File: src/rtl/regfile_mp.sv
`default_nettype none
// ============================================================================
// Module   : regfile_mp
// Summary  : 1W/2R register file. Entry 0 always reads as zero. A sequential
//            bulk clear zeroes one entry per cycle.
//            Define REGFILE_BYPASS_EN to forward same-edge writes and clears
//            to the read ports.
// Revision : 1.0
// ============================================================================
module regfile_mp #(
    parameter int WIDTH = 8,
    parameter int DEPTH = 5
) (
    input  logic             CLK,
    input  logic             RST_N,
    input  logic             WE,
    input  logic [DEPTH-1:0] WADDR,
    input  logic [WIDTH-1:0] WDATA,
    input  logic             RE_A,
    input  logic [DEPTH-1:0] RADDR_A,
    output logic [WIDTH-1:0] RDATA_A,
    input  logic             RE_B,
    input  logic [DEPTH-1:0] RADDR_B,
    output logic [WIDTH-1:0] RDATA_B,
    input  logic             CLR,
    output logic             BUSY
);

    localparam int               C_ENTRIES  = 2 ** DEPTH;
    localparam logic [DEPTH-1:0] C_LAST_IDX = {DEPTH{1'b1}};

    typedef enum logic [0:0] {
        ST_IDLE  = 1'b0,
        ST_CLEAR = 1'b1
    } state_t;

    state_t           r_state;
    state_t           w_state_nxt;
    logic [DEPTH-1:0] r_index;
    logic [DEPTH-1:0] w_index_nxt;
    logic             w_clr_en;
    logic             w_wr_en;
    logic [WIDTH-1:0] r_mem [C_ENTRIES];
    logic [WIDTH-1:0] r_rdata_a;
    logic [WIDTH-1:0] r_rdata_b;
    logic [WIDTH-1:0] w_rd_a;
    logic [WIDTH-1:0] w_rd_b;

    always_ff @(posedge CLK or negedge RST_N) begin
        if (!RST_N) begin
            r_state <= ST_IDLE;
            r_index <= '0;
        end else begin
            r_state <= w_state_nxt;
            r_index <= w_index_nxt;
        end
    end

    always_comb begin
        w_state_nxt = r_state;
        w_index_nxt = r_index;
        w_clr_en    = 1'b0;
        case (r_state)
            ST_IDLE: begin
                if (CLR) begin
                    w_state_nxt = ST_CLEAR;
                    w_index_nxt = '0;
                end
            end
            ST_CLEAR: begin
                w_clr_en    = 1'b1;
                w_index_nxt = r_index + DEPTH'(1);
                if (r_index == C_LAST_IDX) begin
                    w_state_nxt = ST_IDLE;
                    w_index_nxt = '0;
                end
            end
            default: begin
                w_state_nxt = ST_IDLE;
                w_index_nxt = '0;
            end
        endcase
    end

    // A clear request takes priority over a write issued in the same cycle.
    assign w_wr_en = WE && (r_state == ST_IDLE) && !CLR && (WADDR != '0);

    always_ff @(posedge CLK or negedge RST_N) begin
        if (!RST_N) begin
            for (int i = 0; i < C_ENTRIES; i++) begin
                r_mem[i] <= '0;
            end
        end else begin
            if (w_clr_en) begin
                r_mem[r_index] <= '0;
            end
            if (w_wr_en) begin
                r_mem[WADDR] <= WDATA;
            end
        end
    end

    always_comb begin
        w_rd_a = r_mem[RADDR_A];
        w_rd_b = r_mem[RADDR_B];
`ifdef REGFILE_BYPASS_EN
        if (w_wr_en && (RADDR_A == WADDR)) begin
            w_rd_a = WDATA;
        end
        if (w_wr_en && (RADDR_B == WADDR)) begin
            w_rd_b = WDATA;
        end
        if (w_clr_en && (RADDR_A == r_index)) begin
            w_rd_a = '0;
        end
        if (w_clr_en && (RADDR_B == r_index)) begin
            w_rd_b = '0;
        end
`endif
        if (RADDR_A == '0) begin
            w_rd_a = '0;
        end
        if (RADDR_B == '0) begin
            w_rd_b = '0;
        end
    end

    always_ff @(posedge CLK or negedge RST_N) begin
        if (!RST_N) begin
            r_rdata_a <= '0;
            r_rdata_b <= '0;
        end else begin
            if (RE_A) begin
                r_rdata_a <= w_rd_a;
            end
            if (RE_B) begin
                r_rdata_b <= w_rd_b;
            end
        end
    end

    assign RDATA_A = r_rdata_a;
    assign RDATA_B = r_rdata_b;
    assign BUSY    = (r_state == ST_CLEAR);

endmodule
`default_nettype wire

File: config.mk
export PLATFORM = sky130hd
export DESIGN_NAME = regfile_mp
export DESIGN_NICKNAME = d
export VERILOG_FILES = /design/src/rtl/regfile_mp.sv
export SDC_FILE = /design/constraint.sdc
export NUM_CORES = 1
export LEC_CHECK = 0
export ABC_CLOCK_PERIOD_IN_PS = 1700
export CELL_PAD_IN_SITES_DETAIL_PLACEMENT = 2
export CELL_PAD_IN_SITES_GLOBAL_PLACEMENT = 2
export CORE_MARGIN = 4
export CORE_UTILIZATION = 37
export DETAILED_ROUTE_END_ITERATION = 8
export PLACE_DENSITY = 0.78
export SLEW_MARGIN = 20
export SYNTH_ARGS = -nofsm -noshare
export SYNTH_HDL_FRONTEND = slang
export SYNTH_SLANG_ARGS = --single-unit
export TNS_END_PERCENT = 50
File: constraint.sdc
create_clock -name CLK -period 1.7 [get_ports CLK]
set_clock_uncertainty 0.15 [all_clocks]
set_input_delay 0.255 -clock CLK [delete_from_list [all_inputs] [get_ports CLK]]
set_output_delay 0.255 -clock CLK [all_outputs]
set_load 0.05 [all_outputs]
==> out/summary.txt <==
outcome: finished, violations left
violations in the final reports: negative setup slack
Post-Syn Instances: 1658
std cell rows: 75
Synth-to-Final Area Change: 38.8%
switching share of total power: 41.0%
launch point of the worst path: r_mem[91]
complex-gate fraction of the synthesized area: 14.8%
die boundary width: 215 um
Critical Path Start Type: flop
leakage dissipation: 9.50 nW
type of the worst setup path: flop to flop
register-to-register setup slack: -0.27 ns
GRT overflow: 0
Clock H-tree levels: 2
sequential fraction of the synthesis area: 44.0%
parity-gate share of the synthesized area counting xor and xnor cells: 0.111%
DR WL/cell: 37.2 um
cell type with the highest aggregate area in the netlist: dfrtp_1
wire length of the first global-routing pass: 117 mm
Initial Utilization: 37.5%
part of the power in registers: 36.7%
Final Routed Wirelength: 90.5 mm
count of final setup violators: 161
placed instance area: 0.0191 mm^2
number of antenna violations at the first check in global routing: 1
post-route worst setup slack: -0.271 ns
number of pins with negative max-slew slack in the final report: 0
Syn Area/Cell: 9.54 um^2
vias in the first global route: 17000
critical register-to-register path startpoint: r_mem[91]
post-synthesis instance area: 0.0158 mm^2
worst vdd rail ir drop: 0.972 mV
Overall Global Routing Usage: 34.1%
clock network fraction of total power: 26.9%
number of flip-flops and latches in the synthesized netlist: 278
Antenna Cells: 0
Die Y-Extent: 215 um
Critical-path top delay cell: o32ai_2
Post-Place Worst Slack: -0.633 ns
drt first pass iters: 5
via count normalized by instance count: 6.64
number of maximum-capacitance constraint violations: 0
crit path max fanout: 3
count of clock tree sinks: 278
final hold slack: 0.0483 ns
Die Footprint: 0.0461 mm^2
slew at the pin with the worst max-slew slack: 0.657 ns
net count of the finished layout: 1907
DP HPWL: 55.8 mm
proportion of synthesized area in mux cells: 17.6%
power density relative to cell area: 1340 mW/mm^2
via count of the routed design: 16200
number of buffers added on ports: 45
post-route insts no fill: 2435
post-placement cell count: 2339
clock-pin slew of the registers on the worst-case setup and hold paths: 0.07 ns
pin count of the biggest net entering global routing: 47
Adder-Cell Fraction of Synth Area: 0.396%
Core Util, Final: 52.1%
dominant combinational cell family by area after synthesis: simple AND/OR/NAND/NOR gates
worst path required time: 1.96 ns
Synthesis Warnings: 0
time the worst path needs with I/O delays and setup: 1.97 ns
area fraction of the dominant cell type after synthesis: 44.0%
placer's final routability congestion estimate: 1.05
power spent charging and discharging nets: 0.0121 W
number of nets with antenna violations after detailed routing: 0
number of nets produced by synthesis: 1692
fillcell total: 4164
timing-limited maximum frequency: 507 MHz
design internal power: 0.0173 W
arrival time worst endpoint: 2.23 ns
fraction of layout cells with a size suffix above 1: 34.5%
share of synthesized cell area in and, or, nand and nor gates: 17.9%
cell chain of the critical path: mux2i_1, o221ai_2, o32ai_2, a311oi_2
kind of end point of the critical path: flop
worst stage delay on the critical path: 0.49 ns
setup repair after global routing missed its margin: true
clock latency of the later-clocked register in the worst-skew pair: 0.57 ns
most common cell after layout, fill and taps aside: dfrtp_1
Hold/Removal Path Class: primary input to asynchronous set/reset pin
count of routing violations after the opening detailed-route iteration: 1623
number of hold violations in the final report: 0
Clock Tree Root: clkbuf_16
worst flop-to-flop path endpoint: RDATA_B[3]
destination of the critical timing path: RDATA_B[3]
Final period util: 116%
leading cell types in the layout, fill and taps excluded: 262 x dfrtp_1, 249 x nand2_1, 180 x buf_4
total non-filler cell area in the finished layout: 0.0219 mm^2
number of design rule violations left after detail routing: 0
Core Footprint: 0.0421 mm^2
clock tree from TritonCTS: yes
part of the power in combinational logic: 36.3%
synth unique cells: 47
Slew Limit Headroom: 55.9%
FF-to-FF path depth: 4
number of top-level pins: 46
total CTS buffers: 35
main area contributors after synthesis: dfrtp_1 44%, mux2i_1 8.5%, o21ai_0 7.6%, nand2_1 7.0%, mux4_2 6.8%
maximum clock insertion buffer count: 3
==> cell families after synthesis <==
logic type,count (synthesis)
xor+xnor,2
buf+inv,161
fa+ha+maj,5
simple gates,618
mux,206
compound gates,388
flops,278
==> worst max-delay path: cells and delay by family (launching register included) <==
family	cells	cell delay [ns]
flip-flops	1	0.43
AO/OA/AOI/OAI	3	0.81
multiplexers	1	0.42
==> Yosys cell counts, drive strengths merged <==
master,number
a21oi,1
dfrtp,278
dlygate4sd1,1
a311oi,14
o22ai,16
or3,3
or2,2
or2b,1
a211oi,14
inv,24
mux2i,134
and3b,5
and3,16
o221ai,14
xor2,1
clkbuf,74
nand2,297
nand3b,4
or4,2
and2,15
nand2b,9
xnor2,1
mux2,18
nor4,2
nor3b,5
o21a,2
o32ai,14
a2111oi,18
mux4,54
nor3,9
buf,62
o21ai,249
nor2b,38
nand3,153
ha,5
a22oi,28
a22o,4
o21bai,14
nor2,57
==> stage by stage <==
stage                     total power [W]  setup TNS (ns)
after detailed placement           0.0189         -104.77
after global routing               0.0301          -19.99
after CTS                          0.0277           -1.87
after global placement             0.0183          -85.36
after floorplan                    0.0138           -2.96
final                              0.0294          -10.40
==> registers in the layout (all words and copies together), names as in the netlist <==
register  flops
BUSY          1
RDATA_A       8
RDATA_B       8
r_index       5
r_mem       256
==> cell type report <==
cell class	count	area [um^2]	area share, %
multi-input combinational	1222	9410	42.9
sequential	278	6980	31.8
timing repair buffer	312	3630	16.5
clock buffer	51	1060	4.82
tap	539	674	3.07
clock inverter	9	104	0.473
inverter	24	90.1	0.410
==> timing repair <==
| item | in CTS | in global routing |
|---|---|---|
| resized for setup | 138 | 228 |
| cloned | 2 | 9 |
| pin swaps | 22 | 28 |
| buffers inserted | 13 | 12 |
| hold buffers | 1 | 0 |
| endpoints found under the setup margin | 252 | 268 |
| hold endpoints to repair | 278 | 0 |
==> how the worst min path moves through the flow <==
stage | endpoint | slack (ns)
after CTS | r_mem[106] | 0.06
final | r_mem[107] | 0.05
after global placement | r_mem[107] | 0.06
after floorplan | BUSY | -0.19
after global routing | r_mem[107] | 0.08
after detailed placement | r_mem[107] | 0.05
==> power groups by stage <==
stage	sequential, W	clock, W	combinational (W)
finish	0.0108	0.00791	0.0107
global route	0.0108	0.00827	0.0110
CTS	0.0104	0.00788	0.00939
detailed placement	0.0104	0	0.00851
global placement	0.0102	0	0.00806
floorplan	0.00971	0	0.00410
==> routing by layer <==
| metal | wire length (um) | GRT usage (%) | up-vias |
|---|---|---|---|
| li1 | - | - | 6436 |
| met1 | 33600 | 39.8 | 8475 |
| met2 | 42700 | 57.5 | 865 |
| met3 | 5910 | 6.19 | 394 |
| met4 | 8320 | 22.7 | 0 |
| met5 | 0 | 0 | - |
(Power assumes the default switching activity.)
